### config.mk
export PLATFORM = sky130hd
export DESIGN_NAME = ring_rr_arbiter
export DESIGN_NICKNAME = d
export VERILOG_FILES = /design/src/rtl/ring_rr_arbiter.sv
export SDC_FILE = /design/constraint.sdc
export NUM_CORES = 1
export LEC_CHECK = 0
export ABC_CLOCK_PERIOD_IN_PS = 2700
export BUFFER_PORTS_ARGS = -buffer_cell sky130_fd_sc_hd__buf_2
export CAP_MARGIN = 20
export CORE_MARGIN = 1.5
export CORE_UTILIZATION = 55
export DETAILED_ROUTE_END_ITERATION = 16
export MAX_ROUTING_LAYER = met4
export PLACE_DENSITY = 0.81
export SLEW_MARGIN = 20
export SYNTH_ARGS = -nofsm -noshare
export SYNTH_HDL_FRONTEND = slang
export SYNTH_SLANG_ARGS = --single-unit
### constraint.sdc
create_clock -name clk -period 2.7 [get_ports clk]
set_clock_uncertainty 0.05 [all_clocks]
set_input_delay 0 -clock clk [delete_from_list [all_inputs] [get_ports clk]]
set_output_delay 0 -clock clk [all_outputs]
set_load 0.05 [all_outputs]
### src/rtl/ring_rr_arbiter.sv
// Round-robin arbiter with a one-hot rotating priority ring, bounded hold time
// per owner and a single dead (GAP) cycle between successive ownerships.
module ring_rr_arbiter #(
  parameter int N        = 4,
  parameter int MAX_HOLD = 8,
  parameter int IDX_W    = 2
) (
  input  logic             clk,
  input  logic             reset,
  input  logic [N-1:0]     req,
  input  logic             done,
  output logic [N-1:0]     grant,
  output logic             grant_valid,
  output logic [IDX_W-1:0] owner,
  output logic [N-1:0]     ring,
  output logic             timeout
);

  localparam int HOLD_W = $clog2(MAX_HOLD + 1);

  typedef enum logic [1:0] {IDLE, GRANT, GAP} state_t;

  state_t            state, state_nx;
  logic [HOLD_W-1:0] hold, hold_nx;
  logic [N-1:0]      grant_nx, ring_nx;
  logic [IDX_W-1:0]  owner_nx;
  logic              timeout_nx;

  logic              win_found;
  logic [IDX_W-1:0]  win_idx;
  logic [N-1:0]      win_onehot, win_rot;
  logic              owner_req;
  int                start;

  // Two-pass scan: first from the ring position upward, then wrap to bit 0.
  always_comb begin
    start      = 0;
    win_found  = 1'b0;
    win_idx    = '0;
    win_onehot = '0;
    win_rot    = '0;
    for (int i = 0; i < N; i++)
      if (ring[i]) start = i;
    for (int j = 0; j < N; j++)
      if (!win_found && j >= start && req[j]) begin
        win_found = 1'b1;
        win_idx   = IDX_W'(j);
      end
    for (int j = 0; j < N; j++)
      if (!win_found && j < start && req[j]) begin
        win_found = 1'b1;
        win_idx   = IDX_W'(j);
      end
    for (int j = 0; j < N; j++) begin
      win_onehot[j]         = win_found && (win_idx == IDX_W'(j));
      win_rot[(j + 1) % N]  = win_found && (win_idx == IDX_W'(j));
    end
  end

  // grant is one-hot on the owner, so this is req[owner] without a variable index
  assign owner_req = |(req & grant);

  always_comb begin
    state_nx   = state;
    hold_nx    = hold;
    grant_nx   = grant;
    owner_nx   = owner;
    ring_nx    = ring;
    timeout_nx = 1'b0;
    case (state)
      IDLE, GAP: begin
        if (win_found) begin
          state_nx = GRANT;
          grant_nx = win_onehot;
          owner_nx = win_idx;
          ring_nx  = win_rot;
          hold_nx  = HOLD_W'(1);
        end else begin
          state_nx = IDLE;
          grant_nx = '0;
          owner_nx = '0;
          hold_nx  = '0;
        end
      end
      GRANT: begin
        if (done || !owner_req || hold == HOLD_W'(MAX_HOLD)) begin
          state_nx   = GAP;
          grant_nx   = '0;
          owner_nx   = '0;
          hold_nx    = '0;
          timeout_nx = !done && owner_req;
        end else begin
          hold_nx = hold + HOLD_W'(1);
        end
      end
      default: begin
        state_nx = IDLE;
        grant_nx = '0;
        owner_nx = '0;
        hold_nx  = '0;
      end
    endcase
  end

  always_ff @(posedge clk or negedge reset) begin
    if (!reset) begin
      state       <= IDLE;
      hold        <= '0;
      grant       <= '0;
      grant_valid <= 1'b0;
      owner       <= '0;
      ring        <= N'(1);
      timeout     <= 1'b0;
    end else begin
      state       <= state_nx;
      hold        <= hold_nx;
      grant       <= grant_nx;
      grant_valid <= |grant_nx;
      owner       <= owner_nx;
      ring        <= ring_nx;
      timeout     <= timeout_nx;
    end
  end

endmodule

==> impl_metrics.toml <==
[finish]
seqCellArea_sq_um = 452
n_fill_cell = 115
area_delta_synth_final_pct = 15.5
fin_cells = 113
drive_above_1_share_pct = 32.0
num_antenna_cells = 0
layout.nets = 107
multi_input_area_sq_um = 387

[job]
max_cap_violations = 0

[synthesis]
synth_xor_area_share_pct = 2.02
avgSynthCellArea_sq_um = 11.4
ys_types = 32
ys.flop_type = "dfrtp_1"
synth_area_sq_um = 866
synth_nets = 85
synth_top_family_by_area = "compound AO/OA/AOI/OAI gates"
seq_area_frac_synth_pct = 52.2
yosysWarnings = 0
synth-simple-area-share_pct = 15.3
yosys_register_bits = 18
synth-async-reset-ratio_pct = 100
synth_compound_area_share_pct = 24.4
muxShareOfSynthArea_pct = 0
synth-edff-count = 0
synthAdderAreaFrac_pct = 2.89
synthCells = 76

[sta]
whs_ps = 12.6
finalMaxSlewViolations = 0
final-setup-viol-count = 0
fmax_mhz = 609
slew-limit-headroom_pct = 68.4
tightest_slew_ps = 474
fin_crit_ps = 1640
rsz0062_at_grt = "no"
fin_setup_tns_ps = 0
hold_viol_final = 0
finalCritPeriodShare_pct = 60.8

[global_route]
antenna_found_initial = 0
gr-total-overflow = 0
grt_usage_pct = 22.5
grt_pass1_wl_mm = 2.94
grt_pass1_vias = 651
grt_max_degree = 19

[worst_hold_path]
hold_class = "input port to flip-flop"

[clock_network]
root_buffer = "clkbuf_4"
clk_pin_slew_ps = 90
clock-sinks = 18
h-tree-depth = 1
numCtsBuffers = 3
worst_skew_pair.late_latency_ps = 290
cts_tree = "yes"
cts_setup_buffers = 0
clock_path_buffers = 2

[worst_setup_path]
crit_type = "flip-flop to flip-flop"
cp.arrival_ps = 1830
slowest_delay_ps = 410
crit_required_ps = 2880
cp-start-kind = "flip-flop"
critPathTopFamily = "simple AND/OR/NAND/NOR gates"
cp_num_buf_inv = 1
critPathCaptureType = "flip-flop"
crit_chain = "inv_1 -> ha_1 -> and3b_1 -> a211oi_4 -> and2_4 -> a32o_1"
r2r_slack_ps = 1060
crit_slowest_cell = "dfrtp_1"
critPathMaxFanout = 6

[power]
powerDensity_nw_per_um2 = 1200
power.leakage_nw = 0.480
peakVddDrop_mv = 0.584

[routing]
drt_iter0_drc = 13
wl_per_cell_microns = 14.6
dr.pass1.iters = 4
via_per_inst = 5.81
route.met2.wl_microns = 758
ant_nets = 0
routed_wirelength_mm = 1.66
route.detailed.drc = 0
highest_layer = "met4"
drt-met1-wl_microns = 810
met3WireLength_microns = 77
num_vias = 656

[floorplan]
rows = 14
die-area_sq_um = 1820
ios = 19
start_util_pct = 58.2
coreArea_sq_um = 1490
chipWidth_microns = 42.7
die_h_microns = 42.7

[run_status]
outcome = "completed"

[place]
dp.cells = 108
place.gp.congestion = 0.795
detailed_place_hpwl_mm = 1.22
io_buffers = 18
-- path summary, 6_finish.rpt --
path	cells after the start	to	start
max	6	grant[0]	hold[0]
min	3	state[1]	done
max in group asynchronous	2	ring[0]	reset
min in group asynchronous	2	timeout	reset
min reg2reg	1	state[1]	state[1]
max reg2reg	6	grant[0]	hold[0]
-- logic make-up after synthesis --
| group | count (synthesis) |
|---|---|
| simple gates | 25 |
| compound gates | 23 |
| flops | 18 |
| buf+inv | 6 |
| xor+xnor | 2 |
| fa+ha+maj | 2 |
-- placed cells by master, fill, tap and decap left out, types with 3 or more instances in the layout --
cell / instances
a32o_1: 3
a21oi_1: 4
o31ai_2: 4
buf_2: 18
nand2_1: 5
nand3_1: 3
o21ai_1: 3
dfrtp_1: 17
nor2_1: 4
nand2b_1: 3
clkbuf_4: 3
-- cell usage after synthesis, types with 2 or more instances --
cell | number | share of area (%)
dfrtp_1 | 17 | 49
ha_1 | 2 | 2.9
nor2_1 | 4 | 1.7
o31ai_2 | 4 | 5.8
nand3_1 | 3 | 1.7
a21oi_1 | 4 | 2.3
o21ai_1 | 3 | 1.7
a22oi_2 | 2 | 2.9
and3_1 | 2 | 1.4
nor3_1 | 2 | 1.2
nand2_1 | 5 | 2.2
a32o_1 | 3 | 3.5
nand2b_1 | 3 | 2.2
nor2b_1 | 2 | 1.4
inv_1 | 2 | 0.87
and2_1 | 2 | 1.4
-- per-stage QoR --
stage               instance area (sq um)  utilization (%)  power (mW)  setup slack (ps)
floorplan                             866                -       0.939              1050
global placement                      963             64.7        1.06              1140
detailed placement                    963             64.7        1.07              1090
CTS                                  1000             67.1        1.21              1060
global route                         1000             67.1        1.28               939
finish                               1000             67.1        1.20              1060
-- routing by layer --
metal,vias up,track usage [%]
met3,2,4.26
met2,18,33.3
met5,-,-
met4,0,8.75
li1,326,-
met1,310,30.8
-- power breakdown --
| group | leakage (nW) | switching [mW] | internal, mW |
|---|---|---|---|
| Sequential | 0.232 | 0.0892 | 0.363 |
| Clock | 0.0150 | 0.0787 | 0.0575 |
| Combinational | 0.233 | 0.436 | 0.177 |
-- sequential cells by signal (all words and copies together) (netlist names) --
name and cells:
state 2, owner 2, ring 4, hold 4, grant 4, timeout 1
grant_valid 1
-- timing repair --
item	CTS	global route
hold buffers	1	0
resized for setup	0	0
endpoints found under the hold margin	18	0
-- final cells by class --
| type | instances | area share, % |
|---|---|---|
| well taps | 16 | 2.00 |
| repair buffers | 19 | 10.0 |
| flip-flops and latches | 18 | 45.2 |
| multi-input cells | 52 | 38.7 |
| inverters | 4 | 1.50 |
| clock buffers | 4 | 2.63 |
-- worst reg2reg max path: stages, from the launching register on --
cell and delay, ps:
dfrtp_1 410, inv_1 60, ha_1 180, and3b_1 210, a211oi_4 330, and2_4 230, a32o_1 120
No activity file was read; power rests on OpenSTA's default activity.
